### src/rtl/instr_fetch_unit.sv
// rtl/instr_fetch_unit.sv - instruction fetch unit with request FSM and instruction buffer
//
// Purpose: fetches instruction words from memory at the current pc and queues
// them for the decoder in a small FIFO. A redirect flushes the queue, and any
// request already in flight has its data discarded.
//
// Ports:
//   clock, reset             single clock, asynchronous active-high reset
//   pc, redirect             program counter value; redirect marks a pc load
//   incr_pc                  pulse: PC register increments at the next edge
//   mem_req, mem_addr        memory read request and its address
//   mem_ack, mem_data        memory completion strobe and the read word
//   instr, instr_pc          head instruction and the address it came from
//   instr_valid, instr_ready head entry present / decoder accepts it

module instr_fetch_unit #(
  parameter int ADDR_W = 16,
  parameter int DATA_W = 16,
  parameter int DEPTH  = 2
) (
  input  logic              clock,
  input  logic              reset,
  input  logic [ADDR_W-1:0] pc,
  input  logic              redirect,
  output logic              incr_pc,
  output logic              mem_req,
  output logic [ADDR_W-1:0] mem_addr,
  input  logic              mem_ack,
  input  logic [DATA_W-1:0] mem_data,
  output logic [DATA_W-1:0] instr,
  output logic [ADDR_W-1:0] instr_pc,
  output logic              instr_valid,
  input  logic              instr_ready
);

  localparam int PTR_W = (DEPTH > 1) ? $clog2(DEPTH) : 1;
  localparam int CNT_W = $clog2(DEPTH + 1);
  localparam logic [CNT_W-1:0] FULL = CNT_W'(DEPTH);
  localparam logic [CNT_W-1:0] CNT_ONE = CNT_W'(1);
  localparam logic [PTR_W-1:0] PTR_ONE = PTR_W'(1);

  typedef enum logic [1:0] {
    IDLE = 2'd0,
    REQ  = 2'd1,
    DROP = 2'd2
  } state_t;

  state_t state;
  state_t state_next;

  logic [ADDR_W-1:0] addr_q;
  logic [DATA_W-1:0] fifo_data [DEPTH];
  logic [ADDR_W-1:0] fifo_addr [DEPTH];
  logic [PTR_W-1:0]  rd_ptr;
  logic [PTR_W-1:0]  wr_ptr;
  logic [CNT_W-1:0]  count;

  logic issue;
  logic push;
  logic pop;

  // Next-state and strobes. The FSM only leaves IDLE from IDLE itself, so an
  // ack cycle (incr_pc high) is always followed by one IDLE cycle in which the
  // already-incremented pc is sampled.
  always_comb begin
    state_next = state;
    issue      = 1'b0;
    push       = 1'b0;
    incr_pc    = 1'b0;
    case (state)
      IDLE: begin
        if (count < FULL && !redirect) begin
          issue      = 1'b1;
          state_next = REQ;
        end
      end
      REQ: begin
        if (mem_ack) begin
          state_next = IDLE;
          if (!redirect) begin
            push    = 1'b1;
            incr_pc = 1'b1;
          end
        end else if (redirect) begin
          state_next = DROP;
        end
      end
      DROP: begin
        if (mem_ack) begin
          state_next = IDLE;
        end
      end
      default: state_next = IDLE;
    endcase
  end

  assign instr_valid = (count != '0);
  // Redirect flushes the queue, so a pop in the same cycle is meaningless.
  assign pop         = instr_valid && instr_ready && !redirect;
  assign mem_req     = (state == REQ) || (state == DROP);
  assign mem_addr    = addr_q;

  // Head outputs read as zero when empty, which also gives zero after reset
  // without resetting the storage array.
  assign instr    = instr_valid ? fifo_data[rd_ptr] : '0;
  assign instr_pc = instr_valid ? fifo_addr[rd_ptr] : '0;

  always_ff @(posedge clock or posedge reset) begin
    if (reset) begin
      state <= IDLE;
    end else begin
      state <= state_next;
    end
  end

  // Address is latched only on issue, so it holds for the whole request.
  always_ff @(posedge clock or posedge reset) begin
    if (reset) begin
      addr_q <= '0;
    end else if (issue) begin
      addr_q <= pc;
    end
  end

  always_ff @(posedge clock or posedge reset) begin
    if (reset) begin
      rd_ptr <= '0;
      wr_ptr <= '0;
      count  <= '0;
    end else if (redirect) begin
      rd_ptr <= '0;
      wr_ptr <= '0;
      count  <= '0;
    end else begin
      if (push) begin
        wr_ptr <= wr_ptr + PTR_ONE;
      end
      if (pop) begin
        rd_ptr <= rd_ptr + PTR_ONE;
      end
      case ({push, pop})
        2'b10:   count <= count + CNT_ONE;
        2'b01:   count <= count - CNT_ONE;
        default: count <= count;
      endcase
    end
  end

  always_ff @(posedge clock) begin
    if (push) begin
      fifo_data[wr_ptr] <= mem_data;
      fifo_addr[wr_ptr] <= addr_q;
    end
  end

endmodule

### config.mk
export PLATFORM = sky130hd
export DESIGN_NAME = instr_fetch_unit
export DESIGN_NICKNAME = d
export VERILOG_FILES = /design/src/rtl/instr_fetch_unit.sv
export SDC_FILE = /design/constraint.sdc
export NUM_CORES = 1
export LEC_CHECK = 0
export CAP_MARGIN = 10
export CORE_ASPECT_RATIO = 0.9
export CORE_MARGIN = 8
export CORE_UTILIZATION = 23
export CTS_CLUSTER_SIZE = 12
export DETAILED_ROUTE_END_ITERATION = 8
export DONT_BUFFER_PORTS = 1
export GPL_TIMING_DRIVEN = 0
export MAX_ROUTING_LAYER = met4
export PLACE_DENSITY_LB_ADDON = 0.25
export SYNTH_ARGS = -nofsm -noshare
export SYNTH_HDL_FRONTEND = slang
export SYNTH_SLANG_ARGS = --single-unit
### constraint.sdc
create_clock -name clock -period 5.9 [get_ports clock]
set_clock_uncertainty 0.2 [all_clocks]
set_input_delay 1.18 -clock clock [delete_from_list [all_inputs] [get_ports clock]]
set_output_delay 1.18 -clock clock [all_outputs]
set_load 0.05 [all_outputs]
==> run summary <==
- **CTS Buf Count** 9
- **initial core utilization** 23.5%
- **post-route cell area** 4090 sq um
- **met1 track utilization from global routing** 10.3%
- **half-perimeter wire length of the detailed placement result** 5280 microns
- **combined buffer and inverter count along the critical path** 2
- **layout filler cell count** 1516
- **hold violation total from the final report** 0
- **wire length of the first global-routing pass** 12100 microns
- **die outline width** 145 microns
- **number of global-route vias before repair** 1950
- **commonest cells after routing, fill and taps aside** edfxtp_1 (64), nor2_1 (39), mux2i_1 (33), dfrtp_1 (22), mux2_4 (10)
- **Critical Path Start Type** register
- **summed instance area of the synthesized netlist** 3460 sq um
- **via count** 1763
- **Nets** 269
- **area delta synth->final** 18.0%
- **instance count of the mapped netlist** 215
- **Die ar.** 19200 sq um
- **area used by multi-input combinational logic** 900 sq um
- **buffer type at the clock tree root** clkbuf_16
- **initial DRC count** 80
- **fraction of met3 tracks used by global routing** 4.19%
- **Critical Path RT** 4.52 ns
- **number of nets still failing antenna checks after routing** 0
- **Max Cap Violations** 0
- **count of different cell masters after synthesis** 29
- **Hold Crit Class** reg -> reg
- **Crit Path Class** reg -> out
- **maximum buffer depth of the clock tree** 2
- **CP endpoint kind** primary output
- **minimum period implied by the final worst setup slack** 3.44 ns
- **share of the cycle needed by the critical path after routing** 58.2%
- **critical-path cell list** buf_2 > buf_2 > mux2i_1 > nor2_1
- **cell with the largest stage delay on the worst path** nor2_1
- **number of buffers inserted by port buffering** 0
- **total cell area at the placement stage** 3770 sq um
- **Avg Synthesized Cell Area** 16.1 sq um
- **number of warnings printed during yosys synthesis** 0
- **busiest layer in global routing** met2
- **initial antenna violation count** 0
- **CP delay by family, top** simple AND/OR/NAND/NOR gates
- **count of instances resized after the clock tree is built** 0
- **number of H-tree branching levels** 3
- **number of standard cells in the final layout excluding fillers** 432
- **Pins Over Slew Limit** 0
- **Final setup viols** 0
- **Total Routing Usage GR** 8.64%
- **P per Cell Area** 518 nW/um^2
- **proportion of layout cells with a drive suffix above 1** 20.5%
- **placed cells** 415
- **first-pass iteration count of the detailed router** 4
- **post-detailed-route via-to-cell ratio** 4.08
- **Seq/Total Area, Yosys** 71.4%
- **cell repeated most along the worst path** buf_2
- **final antenna diode count** 0
- **# rows** 42
- **DRC errors left** 0
- **largest fanout of any net on the critical path** 10
- **sum of routed wire length over all layers** 7590 microns
- **remaining global-route overflow** 0
- **clock tree sinks** 86
- **data arrival time at the worst-slack endpoint** 2.06 ns
- **final routed wire length divided by cell count** 17.6 microns
- **number of nets in the synthesized netlist** 255
- **Max Fclk** 291 MHz
- **peak ir drop on the vdd network** 246 uV
- **register bit total from synthesis** 86
- **measured slew at the worst slew-check pin** 1.04 ns
- **CTS clock-pin slew for the worst setup and hold paths** 0.06 ns
- **clock latency of the later-clocked register in the worst-skew pair** 0.33 ns
- **# Post-CTS Setup Buffers** 0
- **Critical Path Max Stage Delay** 0.73 ns
- **combined flip-flop and latch cell area** 2470 sq um
- **Hold-fix buffers, CTS** 0
- **Placer Congestion** 0.672
- **result of the run** completed
- **CTS tree** yes
- **core outline area** 14700 sq um
- **die height** 132 microns
- **most common cell after layout, fill and taps aside** edfxtp_1
- **# IOs** 88
- **largest net degree at the start of global routing** 23
- **RSZ-0062 raised after global routing** false
- **Post-Route Setup TNS** 0 ns
- **reported leakage power** 1.41 nW
- **remaining max-slew budget at the tightest pin** 30.4%
- **routing usage on met2** 12.4%
## report_power, final
| group | leakage (nW) | total [mW] | internal, mW | switching, mW |
|---|---|---|---|---|
| logic | 0.430 | 0.490 | 0.176 | 0.314 |
| registers | 0.848 | 1.08 | 0.790 | 0.289 |
| clock network | 0.137 | 0.546 | 0.325 | 0.221 |
| total | 1.41 | 2.12 | 1.29 | 0.824 |
## kinds of logic (layout without fill, tap and decap cells)
kind of cell,count (synthesis),in the layout,synth area share [%]
buffers and inverters,17,36,2.89
multiplexers,50,50,16.1
AND/OR/NAND/NOR,47,47,6.18
flip-flops,86,86,71.4
adder cells (fa/ha/maj),3,3,1.08
XOR/XNOR,2,2,0.506
AO/OA/AOI/OAI,10,10,1.81
## worst reg2reg max path: cells and delay by family (launching register included)
kind / cells / cell delay, ns
buffers and inverters: 2 / 0.33
AND/OR/NAND/NOR: 2 / 1.25
adder cells (fa/ha/maj): 1 / 0.25
flip-flops: 1 / 0.41
## metrics by stage
step	power, mW	hold slack (ns)	setup WS, ns	util [%]
finish	2.12	0.358	2.46	27.8
global route	2.23	0.421	2.28	27.8
CTS	2.16	0.367	2.36	27.6
detailed placement	1.60	0.351	2.52	25.7
global placement	1.58	0.337	0.615	25.2
floorplan	1.48	0.308	1.86	-
## routing by layer
metal | up-vias | part of all wire (%)
met1 | 879 | 46
li1 | 806 | -
met5 | - | 0
met4 | 0 | 1.8
met3 | 10 | 8.0
met2 | 68 | 44
## worst paths after layout
check | startpoint | end | slack [ns] | cells past startpoint
max | rd_ptr | instr_pc[14] | 2.46 | 4
min | state[1] | state[1] | 0.36 | 2
max reg2reg | state[1] | fifo_addr[0][2] | 3.15 | 5
min reg2reg | state[1] | state[1] | 0.36 | 2
max in group asynchronous | reset | mem_addr[0] | 4.48 | 2
min in group asynchronous | reset | state[1] | 0.56 | 1
## state kept, by name (all words and copies together), names as in the netlist
register   count
fifo_addr     32
fifo_data     32
mem_addr      16
count          2
state          2
rd_ptr         1
wr_ptr         1
## synth_stat cells
cell type | number | area share (%)
dfrtp_1 | 22 | 16
buf_4 | 1 | 0.22
inv_2 | 1 | 0.11
edfxtp_1 | 64 | 55
nor2b_1 | 1 | 0.18
a21oi_1 | 2 | 0.29
inv_1 | 6 | 0.65
ha_1 | 3 | 1.1
buf_2 | 7 | 1.0
and2b_2 | 1 | 0.25
a22oi_1 | 1 | 0.22
nand2_1 | 1 | 0.11
buf_6 | 1 | 0.33
and2_1 | 1 | 0.18
o22a_1 | 1 | 0.25
mux2i_1 | 33 | 9.5
o21a_1 | 1 | 0.22
mux2_2 | 7 | 2.3
xor2_1 | 2 | 0.51
buf_12 | 1 | 0.58
nor3_4 | 1 | 0.47
and4b_1 | 1 | 0.29
o21bai_1 | 1 | 0.22
nor2_1 | 39 | 4.2
a31oi_1 | 1 | 0.18
and3b_1 | 1 | 0.25
nand3b_1 | 1 | 0.22
o21ai_0 | 3 | 0.43
mux2_4 | 10 | 4.3
## area by class of cell
type | instances | share of cell area [%]
Sequential cell | 86 | 60.5
Clock inverter | 5 | 1.26
Multi-Input combinational cell | 112 | 22.0
Buffer | 10 | 1.81
Timing Repair Buffer | 3 | 2.02
Inverter | 7 | 0.643
Tap cell | 198 | 6.06
Clock buffer | 11 | 5.70
Note: power is estimated with default switching activity, not from simulation.
